<file path="config.mk">
export PLATFORM = sky130hd
export DESIGN_NAME = img_ddr_burst_wr
export DESIGN_NICKNAME = d
export VERILOG_FILES = /design/src/rtl/img_ddr_burst_wr.sv
export SDC_FILE = /design/constraint.sdc
export NUM_CORES = 1
export LEC_CHECK = 0
export CAP_MARGIN = 0
export CORE_ASPECT_RATIO = 1.25
export CORE_MARGIN = 1
export CORE_UTILIZATION = 45
export CTS_BUF_LIST = sky130_fd_sc_hd__clkbuf_8
export DETAILED_ROUTE_END_ITERATION = 8
export PLACE_DENSITY = 0.89
export RECOVER_POWER = 50
export REMOVE_ABC_BUFFERS = 1
export SLEW_MARGIN = 20
export SYNTH_ARGS = -nofsm -noshare
export SYNTH_HDL_FRONTEND = slang
export SYNTH_SLANG_ARGS = --single-unit
</file>
<file path="constraint.sdc">
create_clock -name aclk -period 6.3 [get_ports aclk]
set_clock_uncertainty 0.1 [all_clocks]
set_input_delay 1.26 -clock aclk [delete_from_list [all_inputs] [get_ports aclk]]
set_output_delay 1.26 -clock aclk [all_outputs]
set_load 0.05 [all_outputs]
</file>
<file path="src/rtl/img_ddr_burst_wr.sv">
// Frame writer: drains the packet FIFO into one of four DDR frame buffers as fixed-length AXI4 INCR bursts.
// Optional performance counters are compiled in with `define IMG_DDR_WR_PERF_CNT_EN.
module img_ddr_burst_wr #(
    parameter int                ADDR_W      = 32,
    parameter int                BURST_LEN   = 16,
    parameter int                CNT_W       = 11,
    parameter int                FRAME_WORDS = 65536,
    parameter logic [ADDR_W-1:0] BASE_ADDR   = ADDR_W'(32'h1000_0000),
    parameter logic [ADDR_W-1:0] BUF_STRIDE  = ADDR_W'(32'h0010_0000)
) (
    input  logic              aclk,
    input  logic              aresetn,
    input  logic [31:0]       fifo_rddata,
    input  logic              fifo_empty,
    input  logic [CNT_W-1:0]  fifo_rd_count,
    output logic              fifo_rden,
    input  logic              frame_store,
    input  logic [1:0]        frame_type_i,
    output logic [ADDR_W-1:0] m_axi_awaddr,
    output logic [7:0]        m_axi_awlen,
    output logic [2:0]        m_axi_awsize,
    output logic [1:0]        m_axi_awburst,
    output logic              m_axi_awvalid,
    input  logic              m_axi_awready,
    output logic [31:0]       m_axi_wdata,
    output logic [3:0]        m_axi_wstrb,
    output logic              m_axi_wlast,
    output logic              m_axi_wvalid,
    input  logic              m_axi_wready,
    input  logic [1:0]        m_axi_bresp,
    input  logic              m_axi_bvalid,
    output logic              m_axi_bready,
    output logic              frame_done,
    output logic [1:0]        frame_type_o,
    output logic              frame_abort,
    output logic              bresp_err,
    input  logic              clr_status
`ifdef IMG_DDR_WR_PERF_CNT_EN
    ,
    output logic [31:0]       perf_frame_cycles,
    output logic [31:0]       perf_wstall,
    output logic [15:0]       perf_bursts
`endif
);

    // state  | meaning
    // IDLE   | no frame active, FIFO left untouched
    // WAIT   | frame active, waiting for a full burst of words in the FIFO
    // AW     | address phase of the current burst
    // W      | data beats of the current burst
    // B      | waiting for the write response of the current burst

    localparam int                  BEAT_W      = $clog2(BURST_LEN);
    localparam int                  WC_W        = $clog2(FRAME_WORDS + 1);
    localparam logic [WC_W-1:0]     BURST_WORDS = WC_W'(BURST_LEN);
    localparam logic [WC_W-1:0]     FRAME_LAST  = WC_W'(FRAME_WORDS);
    localparam logic [BEAT_W-1:0]   LAST_BEAT   = BEAT_W'(BURST_LEN - 1);
    localparam logic [CNT_W:0]      BURST_CNT   = (CNT_W + 1)'(BURST_LEN);

    typedef enum logic [2:0] {S_IDLE, S_WAIT, S_AW, S_W, S_B} state_t;

    state_t              state, state_nxt;
    logic [1:0]          cur_type;
    logic [1:0]          pend_type;
    logic                pend_vld;
    logic [WC_W-1:0]     word_cnt;
    logic [WC_W-1:0]     word_nxt;
    logic [BEAT_W-1:0]   beat_cnt;
    logic [ADDR_W-1:0]   awaddr_q;
    logic                cnt_ok;
    logic                w_hs;
    logic                b_hs;
    logic                beat_last;
    logic                frame_end;
    logic                abort_set;
    logic                err_set;

    assign cnt_ok    = {1'b0, fifo_rd_count} >= BURST_CNT;
    assign w_hs      = m_axi_wvalid && m_axi_wready;
    assign b_hs      = (state == S_B) && m_axi_bvalid;
    assign beat_last = (beat_cnt == LAST_BEAT);
    assign word_nxt  = word_cnt + BURST_WORDS;
    assign frame_end = (word_nxt == FRAME_LAST);

    // A store that lands on the final response starts a fresh frame cleanly; any other mid-frame store aborts.
    assign abort_set = frame_store && (state != S_IDLE) && !(b_hs && frame_end && !pend_vld);
    assign err_set   = b_hs && (m_axi_bresp != 2'b00);

    assign m_axi_awaddr  = awaddr_q;
    assign m_axi_awlen   = 8'(BURST_LEN - 1);
    assign m_axi_awsize  = 3'b010;
    assign m_axi_awburst = 2'b01;
    assign m_axi_wstrb   = 4'hF;

    always_ff @(posedge aclk or negedge aresetn) begin
        if (!aresetn) begin
            state <= S_IDLE;
        end else begin
            state <= state_nxt;
        end
    end

    always_comb begin
        state_nxt = state;
        case (state)
            S_IDLE: if (frame_store) state_nxt = S_WAIT;
            S_WAIT: if (cnt_ok) state_nxt = S_AW;
            S_AW:   if (m_axi_awready) state_nxt = S_W;
            S_W:    if (w_hs && beat_last) state_nxt = S_B;
            S_B: begin
                if (m_axi_bvalid) begin
                    state_nxt = (frame_end && !pend_vld && !frame_store) ? S_IDLE : S_WAIT;
                end
            end
            default: state_nxt = S_IDLE;
        endcase
    end

    always_comb begin
        m_axi_awvalid = (state == S_AW);
        m_axi_wvalid  = (state == S_W) && !fifo_empty;
        m_axi_wdata   = (state == S_W) ? fifo_rddata : 32'h0;
        m_axi_wlast   = (state == S_W) && beat_last;
        m_axi_bready  = (state == S_B);
        fifo_rden     = (state == S_W) && !fifo_empty && m_axi_wready;
    end

    always_ff @(posedge aclk or negedge aresetn) begin
        if (!aresetn) begin
            cur_type     <= 2'd0;
            word_cnt     <= '0;
            awaddr_q     <= '0;
            frame_done   <= 1'b0;
            frame_type_o <= 2'd0;
        end else begin
            frame_done <= 1'b0;
            case (state)
                S_IDLE: begin
                    if (frame_store) begin
                        cur_type <= frame_type_i;
                        word_cnt <= '0;
                    end
                end
                S_WAIT: begin
                    if (cnt_ok) begin
                        awaddr_q <= BASE_ADDR + ADDR_W'(cur_type) * BUF_STRIDE
                                    + (ADDR_W'(word_cnt) << 2);
                    end
                end
                S_B: begin
                    if (m_axi_bvalid) begin
                        if (frame_store) begin
                            if (frame_end && !pend_vld) begin
                                frame_done   <= 1'b1;
                                frame_type_o <= cur_type;
                            end
                            cur_type <= frame_type_i;
                            word_cnt <= '0;
                        end else if (pend_vld) begin
                            cur_type <= pend_type;
                            word_cnt <= '0;
                        end else if (frame_end) begin
                            frame_done   <= 1'b1;
                            frame_type_o <= cur_type;
                            word_cnt     <= '0;
                        end else begin
                            word_cnt <= word_nxt;
                        end
                    end
                end
                default: ;
            endcase
        end
    end

    always_ff @(posedge aclk or negedge aresetn) begin
        if (!aresetn) begin
            beat_cnt  <= '0;
            pend_vld  <= 1'b0;
            pend_type <= 2'd0;
        end else begin
            if (w_hs) begin
                beat_cnt <= beat_last ? '0 : beat_cnt + 1'b1;
            end
            if (b_hs) begin
                pend_vld <= 1'b0;
            end else if (frame_store && (state != S_IDLE)) begin
                pend_vld  <= 1'b1;
                pend_type <= frame_type_i;
            end
        end
    end

    // Sticky status: a new event outranks a simultaneous clear.
    always_ff @(posedge aclk or negedge aresetn) begin
        if (!aresetn) begin
            frame_abort <= 1'b0;
            bresp_err   <= 1'b0;
        end else begin
            if (abort_set) begin
                frame_abort <= 1'b1;
            end else if (clr_status) begin
                frame_abort <= 1'b0;
            end
            if (err_set) begin
                bresp_err <= 1'b1;
            end else if (clr_status) begin
                bresp_err <= 1'b0;
            end
        end
    end

`ifdef IMG_DDR_WR_PERF_CNT_EN
    logic        frame_start;
    logic        frame_fin;
    logic [31:0] run_cycles;
    logic [31:0] run_wstall;
    logic [15:0] run_bursts;

    assign frame_start = ((state == S_IDLE) && frame_store) || (b_hs && (frame_store || pend_vld));
    assign frame_fin   = b_hs && frame_end && !pend_vld;

    always_ff @(posedge aclk or negedge aresetn) begin
        if (!aresetn) begin
            run_cycles        <= 32'd0;
            run_wstall        <= 32'd0;
            run_bursts        <= 16'd0;
            perf_frame_cycles <= 32'd0;
            perf_wstall       <= 32'd0;
            perf_bursts       <= 16'd0;
        end else begin
            // Published together with the frame_done pulse of the completed frame.
            if (frame_fin) begin
                perf_frame_cycles <= run_cycles + 32'd1;
                perf_wstall       <= run_wstall;
                perf_bursts       <= run_bursts;
            end
            if (frame_start) begin
                run_cycles <= 32'd0;
                run_wstall <= 32'd0;
                run_bursts <= 16'd0;
            end else if (state != S_IDLE) begin
                run_cycles <= run_cycles + 32'd1;
                if ((state == S_W) && ((m_axi_wvalid && !m_axi_wready) || fifo_empty)) begin
                    run_wstall <= run_wstall + 32'd1;
                end
                if ((state == S_AW) && m_axi_awready) begin
                    run_bursts <= run_bursts + 16'd1;
                end
            end
        end
    end
`endif

endmodule

</file>
==> results of run 1 <==
-- path summary, 6_finish.rpt --
| kind | start | to | slack [ns] | cells past startpoint |
|---|---|---|---|---|
| worst max-delay path | fifo_empty | fifo_rden | 1.98 | 4 |
| worst min-delay path | m_axi_awaddr[28] | m_axi_awaddr[28] | 0.37 | 1 |
| worst max register to register | word_cnt[4] | frame_type_o[0] | 3.12 | 6 |
| worst min register to register | m_axi_awaddr[28] | m_axi_awaddr[28] | 0.37 | 1 |
| max in group asynchronous | aresetn | m_axi_awaddr[17] | 3.20 | 1 |
| min in group asynchronous | aresetn | m_axi_awaddr[7] | 1.56 | 1 |
-- per-layer routing --
metal / track usage, % / part of all wire, % / up-vias
li1: - / - / 1224
met4: 7.372 / 1.7 / 0
met2: 35.42 / 50 / 92
met3: 5.549 / 7.1 / 12
met1: 27.78 / 41 / 1177
met5: 0 / 0 / -
-- sequential cells by signal, summed over array words and instances (netlist names) --
| name | flops |
|---|---|
| frame_done | 1 |
| pend_vld | 1 |
| frame_type_o | 2 |
| word_cnt | 13 |
| beat_cnt | 4 |
| bresp_err | 1 |
| frame_abort | 1 |
| cur_type | 2 |
| pend_type | 2 |
| m_axi_awaddr | 16 |
| state | 3 |
-- logic make-up (layout without fill, tap and decap cells) --
| group | count (synthesis) | count (layout) | synth area share [%] |
|---|---|---|---|
| AOI/OAI and AO/OA | 54 | 54 | 12.03 |
| xor gates and xnor gates | 2 | 2 | 0.6104 |
| adders and majority gates | 3 | 3 | 1.308 |
| buffers and inverters | 61 | 125 | 12.77 |
| DFF | 46 | 46 | 40.10 |
| muxes | 21 | 21 | 8.152 |
| other | 2 | 33 | 0.2616 |
| and+or+nand+nor | 125 | 125 | 24.76 |
-- area by class of cell --
cell class                      count  area share [%]
Sequential cell                    46           29.45
Multi-Input combinational cell    238           37.32
Timing Repair Buffer              109           27.59
Inverter                            9          0.8643
Clock inverter                      2          0.2881
Clock buffer                        5           1.761
Tap cell                           85           2.721
-- synthesized netlist by cell type (2+ instances only) --
cell type	n	area, um^2
nand2_1	21	78.83
mux2_1	2	22.52
nand4_1	8	50.05
o41ai_1	2	17.52
nand3_1	15	75.07
inv_1	8	30.03
or4_1	2	15.01
o21ai_1	2	10.01
mux2_2	17	191.4
buf_2	5	25.02
nor3_1	4	20.02
mux2i_1	2	20.02
buf_4	33	247.7
and2_1	35	219.0
and4_1	3	26.28
nor4_1	2	12.51
clkbuf_1	13	48.80
a22oi_1	2	15.01
o22ai_1	5	31.28
o21ai_0	13	65.06
a21oi_1	12	60.06
o31ai_1	2	15.01
or3_1	3	18.77
and3_1	4	25.02
nor2_1	18	67.56
a31oi_1	8	50.05
ha_1	3	37.54
dfrtp_1	46	1151
conb_1	2	7.510
-- stage by stage --
step | util [%] | area (um^2)
floorplan | - | 2654
global placement | 62.34 | 3844
detailed placement | 62.42 | 3849
CTS | 63.72 | 3929
global route | 63.39 | 3909
finish | 63.39 | 3909
-- worst reg2reg max path: stages, from the launching register on --
cell and delay, ns:
dfrtp_1 0.53, ha_1 0.33, nand3_2 0.18, or4_4 0.56, and2_4 0.19, nor4_1 0.78
mux2_1 0.39
-- where the power goes --
part	internal, mW	switching [mW]
combinational	0.235	0.467
sequential	0.336	0.0386
clock	0.0745	0.0935
==> metrics.cfg, run 1 <==
[drt]
route.detailed.drc=0
via_per_inst=5.071
wl_per_cell_um=14.26
first_iter_violations=230
wirelength_mm=7.046
firstDrtPassIters=4
ant_nets=0
vias=2505

[synthesis]
ys.flop_type=dfrtp_1
synth_async_sr_flop_share_pct=100.0
ys_types=51
syn_inst=314
synth_edf_count=0
ys_warn_count=0
synth_area_um2=2870
ys_seq_area_share_pct=40.10
synth_area_per_cell_um2=9.141
synth.ff_latch_count=46

[floorplan]
fp-row-count=32
start_util_pct=46.55
io_pins=146
core-area_um2=6166
fp.dieArea_um2=6703
die_y_um=91.29
die_x_um=73.43

[final_layout]
final_cells=494
final_common_cell=clkdlybuf4s50_1
final_cell_mix=104 x clkdlybuf4s50_1, 46 x dfrtp_1, 35 x and2_1, 33 x conb_1, 21 x nand2_1
final_nets=467
n_fill_cell=540
regArea_um2=1151
drive_above_1_share_pct=8.068
syn_to_final_growth_pct=36.18
multi_input_comb_area_um2=1459
num_antenna_cells=0

[cts]
clk_latency_ns=0.30
clock-sinks=46
cts_max_level=2
root_buffer=clkbuf_8
cts_hold_buf=0
clk_pin_slew_ns=0.08
clk_path_buf_depth=2
cts_buffers=5
tritoncts=yes
post_cts_buffers=0
post_cts_resized=0

[critical_path]
criticalPathCategory=in -> out
start_kind=input port
arrival_ns=2.96
end_kind=primary output
critPathMaxFanout=6
crit_path_frequent_cell=clkdlybuf4s50_1
crit_buf_inv=3
slowest_stage=clkdlybuf4s50_1
critPathTopFamily=buffers and inverters
crit_chain=clkdlybuf4s50_1 -> nand3b_1 -> inv_1 -> clkdlybuf4s50_1
worst_ep_required_time_ns=4.94
max_stage_delay_ns=0.83

[global_routing]
grt_max_degree=47
grt_pass1_vias=2269
overflow=0
antenna_found_initial=0
track_usage_pct=21.76
grt_pass1_wl_mm=11.17

[outcome]
violations=capacitance limit, slew limit
status=finished, violations left

[placed_design]
port_buffers=108
numPlacedInstances=487
pre_cts_slack_ns=1.990
hpwlAfterDp_mm=5.325
gp_congestion=0.9041

[timing]
rsz0062_at_grt=false
setup-tns-final_ns=0
hold_viol=0
post-route-period-util_pct=68.56
maxSlewViolCount=47
max_freq_ghz=0.2315
min_period_ns=4.319
hold_slack_ns=0.3681
fin_ws_ns=1.981
slew_headroom_pct=-56.12
worst_pin_slew_ns=2.342
final-setup-viol-count=0

[power_and_ir_drop]
powerDensity_nw_per_um2=318.2
leakagePower_nw=1.663
peakVddDrop_mv=0.2938
power_mw=1.244

[worst_hold_path]
hold_class=reg -> reg

[job]
cap_violations=1

(Power assumes the default switching activity.)
==> run 2, diff against run 1 <==
--- a/config.mk
+++ b/config.mk
@@ -8,10 +8,10 @@
 export CAP_MARGIN = 0
 export CORE_ASPECT_RATIO = 1.25
 export CORE_MARGIN = 1
-export CORE_UTILIZATION = 45
+export CORE_UTILIZATION = 37
 export CTS_BUF_LIST = sky130_fd_sc_hd__clkbuf_8
 export DETAILED_ROUTE_END_ITERATION = 8
-export PLACE_DENSITY = 0.89
+export PLACE_DENSITY = 0.78
 export RECOVER_POWER = 50
 export REMOVE_ABC_BUFFERS = 1
 export SLEW_MARGIN = 20
==> constraint.sdc (replaced) <==
create_clock -name aclk -period 3.5 [get_ports aclk]
set_clock_uncertainty 0.1 [all_clocks]
set_input_delay 0.7 -clock aclk [delete_from_list [all_inputs] [get_ports aclk]]
set_output_delay 0.7 -clock aclk [all_outputs]
set_load 0.05 [all_outputs]
==> metrics.cfg, run 2 (synthesized netlist as in run 1, its figures left out) <==
[cts]
cts_max_level=2  ; unchanged
cts_hold_buf=0  ; unchanged
cts_buffers=5  ; unchanged
clk_pin_slew_ns=0.08  ; about the same
clock-sinks=46  ; unchanged
clk_path_buf_depth=2  ; unchanged
root_buffer=clkbuf_8
post_cts_resized=0  ; unchanged
clk_latency_ns=0.29  ; about the same
post_cts_buffers=0  ; unchanged
tritoncts=yes

[drt]
first_iter_violations=182  ; -21%
firstDrtPassIters=4  ; unchanged
ant_nets=0  ; unchanged
route.detailed.drc=0  ; unchanged
via_per_inst=4.968  ; -2.0%
vias=2509  ; +0.16%
wirelength_mm=7.210  ; +2.3%
wl_per_cell_um=14.28  ; about the same

[global_routing]
grt_pass1_vias=2367  ; +4.3%
grt_pass1_wl_mm=11.96  ; +7.0%
overflow=0  ; unchanged
grt_max_degree=47  ; unchanged
track_usage_pct=18.71  ; -3.1 points
antenna_found_initial=0  ; unchanged

[job]
cap_violations=1  ; unchanged

[placed_design]
numPlacedInstances=497  ; +2.1%
gp_congestion=0.8508  ; -5.9%
pre_cts_slack_ns=0.5506  ; -1.440 ns
placed_cell_area_um2=3872  ; +0.62%
hpwlAfterDp_mm=5.534  ; +3.9%
port_buffers=108  ; unchanged

[floorplan]
die_y_um=100.5  ; +10%
core-area_um2=7445  ; +21%
die_x_um=80.78  ; +10%
fp-row-count=35  ; +9.4%
start_util_pct=38.55  ; -8.0 points
fp.dieArea_um2=8115  ; +21%
io_pins=146  ; unchanged

[critical_path]
arrival_ns=2.34  ; -0.62 ns
critPathMaxFanout=33  ; +27
r2r_setup_slack_ns=0.75  ; -2.37 ns
end_kind=primary output
start_kind=flop
crit_chain=and3b_1 -> buf_4 -> and2_1 -> clkdlybuf4s50_1
max_stage_delay_ns=0.82  ; about the same
worst_ep_required_time_ns=2.70  ; -2.24 ns
criticalPathCategory=reg -> out
slowest_stage=clkdlybuf4s50_1

[timing]
fin_ws_ns=0.3622  ; -1.618 ns
final-setup-viol-count=0  ; unchanged
max_freq_ghz=0.3187
worst_pin_slew_ns=2.383  ; +0.04101 ns
hold_viol=0  ; unchanged
slew_headroom_pct=-58.86  ; -2.7 points
post-route-period-util_pct=89.65
setup-tns-final_ns=0  ; unchanged
maxSlewViolCount=47  ; unchanged
min_period_ns=3.138
rsz0062_at_grt=false
hold_slack_ns=0.3712  ; +0.003161 ns

[final_layout]
final_cell_mix=101 x clkdlybuf4s50_1, 46 x dfrtp_1, 35 x and2_1, 33 x conb_1, 21 x nand2_1
final_common_cell=clkdlybuf4s50_1
final_cells=505  ; +2.2%
syn_to_final_growth_pct=38.45
largest_reg_flops=16  ; unchanged
drive_above_1_share_pct=8.717  ; +0.65 points
num_antenna_cells=0  ; unchanged
design_area_um2=3974  ; +1.7%
final_nets=470  ; +0.64%

[power_and_ir_drop]
peakVddDrop_mv=0.4095  ; +39%
leakagePower_nw=1.726  ; +3.8%
powerDensity_nw_per_um2=585.4  ; +84%

[worst_hold_path]
hold_class=reg -> reg

[outcome]
violations=capacitance limit, slew limit
status=finished, violations left

[run 2: layer usage]
metal,GRT usage (%),wire length (um),up-vias
met5,0,0,-
met3,2.353,260,7
met2,31.10,3680,63
met1,25.73,3207,1211
li1,-,-,1228
met4,4.396,61,0
[run 2: worst max-delay path, delay by kind of cell, from the launching register on]
kind	cells	cell delay, ns
and+or+nand+nor	2	0.46
buffers and inverters	2	1.07
DFF	1	0.50
[run 2: worst paths after layout]
| path | start | endpoint | depth (start not counted) |
|---|---|---|---|
| worst max-delay path | state[2] | m_axi_wdata[14] | 4 |
| worst min-delay path | m_axi_awaddr[28] | m_axi_awaddr[28] | 1 |
| worst max register to register | word_cnt[4] | word_cnt[8] | 7 |
| worst min register to register | m_axi_awaddr[28] | m_axi_awaddr[28] | 1 |
| max in group asynchronous | aresetn | word_cnt[7] | 1 |
| min in group asynchronous | aresetn | m_axi_awaddr[15] | 1 |
[run 2: through the flow]
step,util (%),power [mW]
CTS,53.45,2.346
global placement,52.02,1.946
global route,53.38,2.437
floorplan,-,1.522
detailed placement,52.02,1.968
finish,53.38,2.326
[run 2: area by class of cell]
| class | count | area (um^2) |
|---|---|---|
| clock inverter | 3 | 37.54 |
| clock buffer | 5 | 68.82 |
| timing repair buffer | 112 | 1099 |
| inverter | 9 | 33.78 |
| fill | 696 | 3471 |
| sequential | 46 | 1151 |
| multi-input combinational | 238 | 1469 |
| tap | 92 | 115.1 |
[run 2: report_power, final]
group	internal, mW	switching [mW]
sequential	0.604	0.0697
clock	0.208	0.169
combinational	0.431	0.845
